$ cat config.mk
export PLATFORM = sky130hd
export DESIGN_NAME = alu_arbiter_flat
export DESIGN_NICKNAME = d
export VERILOG_FILES = /design/src/rtl/alu_pkg.sv /design/src/rtl/alu_arbiter_if.sv /design/src/rtl/rr_arbiter.sv /design/src/rtl/alu_arbiter.sv /design/src/flat_wrapper.sv
export SDC_FILE = /design/constraint.sdc
export NUM_CORES = 1
export LEC_CHECK = 0
export ABC_AREA = 0
export BUFFER_PORTS_ARGS = -buffer_cell sky130_fd_sc_hd__buf_2
export CAP_MARGIN = 5
export CORE_AREA = 2 2 167 169
export DETAILED_ROUTE_END_ITERATION = 8
export DIE_AREA = 0 0 169 171
export PLACE_DENSITY = 0.38
export SETUP_SLACK_MARGIN = 0.15
export SLEW_MARGIN = 20
export SYNTH_ARGS = -nofsm -noshare
export SYNTH_HDL_FRONTEND = slang
export SYNTH_HIERARCHICAL = 1
export SYNTH_SLANG_ARGS = --single-unit
$ cat constraint.sdc
create_clock -name clk -period 6 [get_ports clk]
set_input_delay 0.3 -clock clk [delete_from_list [all_inputs] [get_ports clk]]
set_output_delay 0.3 -clock clk [all_outputs]
set_load 0.05 [all_outputs]
$ cat src/rtl/alu_pkg.sv
// Shared types for the ALU arbiter: DLX ALU opcodes and the arbiter state encoding.
package alu_pkg;

  localparam int unsigned ALU_OP_MAX = 17;

  typedef enum logic [4:0] {
    ALU_LHI    = 5'd0,
    ALU_ADD    = 5'd1,
    ALU_ADDU   = 5'd2,
    ALU_SUB    = 5'd3,
    ALU_SUBU   = 5'd4,
    ALU_AND    = 5'd5,
    ALU_OR     = 5'd6,
    ALU_XOR    = 5'd7,
    ALU_SLL    = 5'd8,
    ALU_SRL    = 5'd9,
    ALU_SRA    = 5'd10,
    ALU_SEQ    = 5'd11,
    ALU_SNE    = 5'd12,
    ALU_SLT    = 5'd13,
    ALU_SGT    = 5'd14,
    ALU_SLE    = 5'd15,
    ALU_SGE    = 5'd16,
    ALU_MOVNZ4 = 5'd17
  } alu_op_e;

  typedef enum logic {
    ARB_IDLE = 1'b0,
    ARB_RESP = 1'b1
  } arb_state_e;

endpackage

$ cat src/rtl/alu_arbiter_if.sv
// Requester/response bundle between the ALU clients and the arbiter.
// req_lock exists only when ALU_ARB_LOCK_EN is defined.
interface alu_arbiter_if #(
  parameter int unsigned N_REQ = 4,
  parameter int unsigned W     = 32,
  parameter int unsigned OPW   = 5
);
  logic [N_REQ-1:0]          req_valid;
  logic [N_REQ-1:0]          req_ready;
  logic [N_REQ-1:0][OPW-1:0] req_op;
  logic [N_REQ-1:0][W-1:0]   req_a;
  logic [N_REQ-1:0][W-1:0]   req_b;
`ifdef ALU_ARB_LOCK_EN
  logic [N_REQ-1:0]          req_lock;
`endif
  logic [N_REQ-1:0]          rsp_valid;
  logic [N_REQ-1:0]          rsp_ready;
  logic [W-1:0]              rsp_res;
  logic                      rsp_carry;
  logic                      rsp_z;
  logic                      rsp_err;

  modport master (
    output req_valid, req_op, req_a, req_b,
`ifdef ALU_ARB_LOCK_EN
    output req_lock,
`endif
    output rsp_ready,
    input  req_ready, rsp_valid, rsp_res, rsp_carry, rsp_z, rsp_err
  );

  modport slave (
    input  req_valid, req_op, req_a, req_b,
`ifdef ALU_ARB_LOCK_EN
    input  req_lock,
`endif
    input  rsp_ready,
    output req_ready, rsp_valid, rsp_res, rsp_carry, rsp_z, rsp_err
  );
endinterface

$ cat src/rtl/rr_arbiter.sv
// Combinational round-robin picker: first set request at or after ptr, wrapping.
module rr_arbiter #(
  parameter int unsigned N = 4,
  localparam int unsigned IW = (N > 1) ? $clog2(N) : 1
) (
  input  logic [N-1:0]  req,
  input  logic [IW-1:0] ptr,
  output logic [N-1:0]  grant,
  output logic [IW-1:0] idx,
  output logic          found
);
  logic [IW:0] cand;

  always_comb begin
    grant = '0;
    idx   = '0;
    found = 1'b0;
    cand  = '0;
    for (int k = 0; k < int'(N); k++) begin
      cand = (IW+1)'(ptr) + (IW+1)'(k);
      if (cand >= (IW+1)'(N)) cand = cand - (IW+1)'(N);
      if (!found && req[cand[IW-1:0]]) begin
        found                 = 1'b1;
        idx                   = cand[IW-1:0];
        grant[cand[IW-1:0]]   = 1'b1;
      end
    end
  end
endmodule

$ cat src/rtl/alu_arbiter.sv
// Round-robin sharing of one registered DLX ALU among N_REQ requesters.
// Optional ALU_ARB_LOCK_EN: req_lock holds the pointer on the winner.
module alu_arbiter
  import alu_pkg::*;
#(
  parameter int unsigned N_REQ = 4,
  parameter int unsigned W     = 32,
  parameter int unsigned OPW   = 5
) (
  input  logic           clk,
  input  logic           rst_n,
  alu_arbiter_if.slave   bus,
  output logic           alu_ex,
  output logic [OPW-1:0] alu_i,
  output logic [W-1:0]   alu_op1,
  output logic [W-1:0]   alu_op2,
  input  logic [W-1:0]   alu_res,
  input  logic           alu_carry,
  input  logic           alu_z
);
  localparam int unsigned IW = (N_REQ > 1) ? $clog2(N_REQ) : 1;

  arb_state_e       state;
  logic [IW-1:0]    own;
  logic [IW-1:0]    ptr;
  logic [IW-1:0]    idx;
  logic [IW-1:0]    ptr_inc;
  logic [N_REQ-1:0] grant;
  logic             found;
  logic             issue;
  logic             legal;
  logic             rsp_done;
  logic             err_q;

  rr_arbiter #(.N(N_REQ)) u_rr (
    .req   (bus.req_valid),
    .ptr   (ptr),
    .grant (grant),
    .idx   (idx),
    .found (found)
  );

  // Issue/ALU drive; a new op may issue in the same cycle the previous response is taken.
  always_comb begin
    rsp_done      = (state == ARB_RESP) && bus.rsp_ready[own];
    issue         = rst_n && found && ((state == ARB_IDLE) || rsp_done);
    legal         = bus.req_op[idx] <= OPW'(ALU_OP_MAX);
    ptr_inc       = (idx == IW'(N_REQ - 1)) ? '0 : idx + IW'(1);
    bus.req_ready = issue ? grant : '0;
    alu_ex        = issue && legal;
    alu_i         = issue ? bus.req_op[idx] : '0;
    alu_op1       = issue ? bus.req_a[idx]  : '0;
    alu_op2       = issue ? bus.req_b[idx]  : '0;
  end

  // Response side depends on state only; the ALU holds its result while alu_ex is low.
  always_comb begin
    bus.rsp_valid = '0;
    bus.rsp_res   = '0;
    bus.rsp_carry = 1'b0;
    bus.rsp_z     = 1'b0;
    bus.rsp_err   = 1'b0;
    if (state == ARB_RESP) begin
      bus.rsp_valid[own] = 1'b1;
      bus.rsp_err        = err_q;
      bus.rsp_res        = err_q ? '0 : alu_res;
      bus.rsp_carry      = !err_q && alu_carry;
      bus.rsp_z          = err_q || alu_z;
    end
  end

  always_ff @(posedge clk or negedge rst_n) begin
    if (!rst_n) begin
      state <= ARB_IDLE;
      own   <= '0;
      ptr   <= '0;
      err_q <= 1'b0;
    end else if (issue) begin
      state <= ARB_RESP;
      own   <= idx;
      err_q <= !legal;
`ifdef ALU_ARB_LOCK_EN
      ptr   <= bus.req_lock[idx] ? idx : ptr_inc;
`else
      ptr   <= ptr_inc;
`endif
    end else if (rsp_done) begin
      state <= ARB_IDLE;
      err_q <= 1'b0;
    end
  end
endmodule

$ cat src/flat_wrapper.sv
// flat-port wrapper written by rule: the top's interface ports become plain ports
module alu_arbiter_flat import alu_pkg::*;
#(
  parameter int unsigned N_REQ = 4,
  parameter int unsigned W     = 32,
  parameter int unsigned OPW   = 5
)
  (clk, rst_n, alu_ex, alu_i, alu_op1, alu_op2, alu_res, alu_carry, alu_z, bus_req_valid, bus_req_op, bus_req_a, bus_req_b, bus_rsp_ready, bus_req_ready, bus_rsp_valid, bus_rsp_res, bus_rsp_carry, bus_rsp_z, bus_rsp_err);
  alu_arbiter_if #(.N_REQ(N_REQ), .W(W), .OPW(OPW)) bus_i ();
  input  logic clk;
  input  logic rst_n;
  output logic alu_ex;
  output logic [OPW-1:0] alu_i;
  output logic [W-1:0] alu_op1;
  output logic [W-1:0] alu_op2;
  input  logic [W-1:0] alu_res;
  input  logic alu_carry;
  input  logic alu_z;
  input wire logic [$bits(bus_i.req_valid)-1:0] bus_req_valid;
  input wire logic [$bits(bus_i.req_op)-1:0] bus_req_op;
  input wire logic [$bits(bus_i.req_a)-1:0] bus_req_a;
  input wire logic [$bits(bus_i.req_b)-1:0] bus_req_b;
  input wire logic [$bits(bus_i.rsp_ready)-1:0] bus_rsp_ready;
  output wire logic [$bits(bus_i.req_ready)-1:0] bus_req_ready;
  output wire logic [$bits(bus_i.rsp_valid)-1:0] bus_rsp_valid;
  output wire logic [$bits(bus_i.rsp_res)-1:0] bus_rsp_res;
  output wire logic [$bits(bus_i.rsp_carry)-1:0] bus_rsp_carry;
  output wire logic [$bits(bus_i.rsp_z)-1:0] bus_rsp_z;
  output wire logic [$bits(bus_i.rsp_err)-1:0] bus_rsp_err;
  assign bus_i.req_valid = bus_req_valid;
  assign bus_i.req_op = bus_req_op;
  assign bus_i.req_a = bus_req_a;
  assign bus_i.req_b = bus_req_b;
  assign bus_i.rsp_ready = bus_rsp_ready;
  assign bus_req_ready = bus_i.req_ready;
  assign bus_rsp_valid = bus_i.rsp_valid;
  assign bus_rsp_res = bus_i.rsp_res;
  assign bus_rsp_carry = bus_i.rsp_carry;
  assign bus_rsp_z = bus_i.rsp_z;
  assign bus_rsp_err = bus_i.rsp_err;
  alu_arbiter #(.N_REQ(N_REQ), .W(W), .OPW(OPW)) u_core (.clk(clk), .rst_n(rst_n), .bus(bus_i), .alu_ex(alu_ex), .alu_i(alu_i), .alu_op1(alu_op1), .alu_op2(alu_op2), .alu_res(alu_res), .alu_carry(alu_carry), .alu_z(alu_z));
endmodule
==> results.sh <==
export IMPL_setup_tns_final_ns=0
export IMPL_cts_root_buf="clkbuf_16"
export IMPL_cts_resized=0
export IMPL_remaining_drc_errors=0
export IMPL_dieArea_um2=28900
export IMPL_dieWidth_um=169
export IMPL_synth_seq_cells=6
export IMPL_synthArstFlopShare=1.000
export IMPL_area_delta_synth_final_pct=82.45
export IMPL_io_pin_count=433
export IMPL_cts_tree="done"
export IMPL_hpwl_um=15840
export IMPL_cap_violations=0
export IMPL_place_area_um2=5627
export IMPL_wl_um=18160
export IMPL_fin_area_um2=5712
export IMPL_grtUsageTotal=0.1102
export IMPL_slew_headroom=0.4426
export IMPL_tightest_slew_ns=0.8361
export IMPL_fin_crit_sh=0.7668
export IMPL_path_cells="inv_1, ha_1, mux4_2, and2b_2, o21ai_0, o31ai_4, buf_4, mux4_2, nor2b_1, buf_2"
export IMPL_p_per_area_nw_per_um2=772.6
export IMPL_multiInputGateArea_um2=2806
export IMPL_gp_congestion=0.7096
export IMPL_wl_per_cell_um=17.48
export IMPL_cp_required_ns=5.70
export IMPL_path_common_cell="mux4_2"
export IMPL_status="complete, no violations"
export IMPL_vias=4134
export IMPL_grt_pass1_wl_um=23960
export IMPL_rows=61
export IMPL_synth_cell_types=33
export IMPL_period_needed_ns=4.601
export IMPL_drt_pass1_iter_count=4
export IMPL_drt_iter0_drc=128
export IMPL_synth_edf_count=0
export IMPL_fillers=3057
export IMPL_cts_hold_buf=1
export IMPL_start_kind="flip-flop"
export IMPL_vias_per_cell=3.979
export IMPL_ys_dominant_reg_cell="dfrtp_1"
export IMPL_critical_path_endpoint_type="primary output"
export IMPL_hp_class="input port to asynchronous set/reset pin"
export IMPL_critPathMaxStageDelay_ns=0.71
export IMPL_critical_path_peak_fanout=43
export IMPL_ys_warn_count=6
export IMPL_final_net_count=1021
export IMPL_grt_pass1_vias=3973
export IMPL_drive_gt1_frac=0.7489
export IMPL_final_max_slew_viol_count=0
export IMPL_diodes=0
export IMPL_port_buffers=432
export IMPL_grt_overflow=0
export IMPL_hold_viol=0
export IMPL_ys_seq_area_frac=0.04796
export IMPL_power_leakage_nw=2.862
export IMPL_cp_slowest_cell="buf_4"
export IMPL_netlist_area_um2=3131
export IMPL_fin_skew_ns=0.0005729
export IMPL_rsz0062_at_grt="no"
export IMPL_register_area_um2=150.1
export IMPL_core_um2=27320
export IMPL_synth_nets=607
export IMPL_crit_arrival_ns=4.30
export IMPL_clockBufferDepth=2
export IMPL_netlist_instances=281
export IMPL_clock_latency_ns=0.23
export IMPL_cts_buffers=3
export IMPL_die_y_um=171
export IMPL_antenna_found_initial=0
export IMPL_ant_nets=0
export IMPL_clk_pin_slew_worst_paths_ns=0.04
export IMPL_h_tree_depth=1
export IMPL_max_freq_ghz=0.2174
export IMPL_whs_ns=0.4563
export IMPL_initial_core_util=0.1146
export IMPL_crit_type="flip-flop to primary output"
export IMPL_cts_sinks=6
export IMPL_setup_viol_count_final=0
export IMPL_max_vdd_ir_drop_uv=321.2
export IMPL_postCtsSetupRepairBufs=0
export IMPL_syn_avg_cell_area_um2=11.14
export IMPL_grt_max_degree=44
power by group:
part	internal (mW)	leakage [nW]	total (mW)	switching (mW)
registers	0.0614	0.0715	0.109	0.0477
clock network	0.0858	0.0370	0.111	0.0248
logic	1.60	2.75	4.19	2.59
total	1.75	2.86	4.41	2.66
critical path, delay by kind of cell, from the launching register on:
kind / cells / cell delay [ns]
flops: 1 / 0.69
simple gates: 2 / 0.47
compound gates: 2 / 0.32
mux: 2 / 1.06
fa+ha+maj: 1 / 0.39
buf+inv: 3 / 1.09
worst paths after layout:
| path | depth (start not counted) | slack [ns] | to | start |
|---|---|---|---|---|
| setup / recovery | 10 | 1.40 | alu_op1[2] | u_core/ptr[0]$_DFFE_PN0P_ |
| hold / removal | 2 | 0.46 | u_core/ptr[0]$_DFFE_PN0P_ | rst_n |
| setup reg to reg | 10 | 2.20 | u_core/err_q$_DFFE_PN0P_ | u_core/ptr[0]$_DFFE_PN0P_ |
| hold reg to reg | 1 | 0.57 | u_core/err_q$_DFFE_PN0P_ | u_core/err_q$_DFFE_PN0P_ |
| max in group asynchronous | 2 | 5.37 | u_core/own[1]$_DFFE_PN0P_ | rst_n |
| min in group clk | 1 | 0.57 | u_core/err_q$_DFFE_PN0P_ | u_core/err_q$_DFFE_PN0P_ |
placed cells by master (no fill, tap or decap), types with 5 or more instances in the layout:
master	n
o21ai_0	5
a22oi_1	8
buf_2	432
mux4_2	72
nor2b_1	71
dfrtp_1	6
buf_4	6
nor2_1	12
ha_1	6
inv_1	8
and2_1	35
cell type report:
type	count	area share
clock buffers	3	0.01314
inverters	8	0.005257
multi-input cells	237	0.4913
flip-flops and latches	6	0.02629
well taps	346	0.07579
repair buffers	439	0.3882
logic make-up after synthesis:
logic type      Yosys count  share of synthesized area
compound gates           21                    0.05076
simple gates            128                     0.2514
mux                      82                     0.5624
buf+inv                  38                    0.06355
fa+ha+maj                 6                    0.02398
flops                     6                    0.04796
routing by layer:
layer / global-route usage / routed length (um) / vias to the layer above
li1: - / - / 1913
met1: 0.1244 / 6607 / 1950
met2: 0.2170 / 9840 / 269
met3: 0.02753 / 1672 / 2
met4: 0.006689 / 42 / 0
met5: 0 / 0 / -
registers in the layout, summed over array words and instances, names as in the netlist:
register	flops
u_core/own	2
u_core/ptr	2
u_core/err_q	1
u_core/state	1
metrics by stage:
stage	setup slack [ns]	power, mW	utilization	cells
floorplan	2.094	3.513	-	281
global placement	1.592	4.406	0.2059	1035
detailed placement	1.570	4.365	0.2059	1035
CTS	1.320	4.491	0.2090	1039
global route	1.064	4.707	0.2090	1039
finish	1.399	4.413	0.2090	1039
cells in the mapped netlist, types with 3 or more instances:
| master | instances | area [um2] |
|---|---|---|
| inv_1 | 8 | 30.03 |
| mux4_2 | 72 | 1622 |
| buf_6 | 3 | 33.78 |
| and2_1 | 35 | 219.0 |
| ha_1 | 6 | 75.07 |
| nor2b_1 | 71 | 444.2 |
| a22oi_1 | 8 | 60.06 |
| buf_4 | 4 | 30.03 |
| dfrtp_1 | 6 | 150.1 |
| clkbuf_1 | 7 | 26.28 |
| buf_2 | 15 | 75.07 |
| o21ai_0 | 5 | 25.02 |
| nor2_1 | 12 | 45.04 |
| mux2_1 | 4 | 45.04 |
| mux2i_1 | 3 | 30.03 |
(Power assumes the default switching activity.)
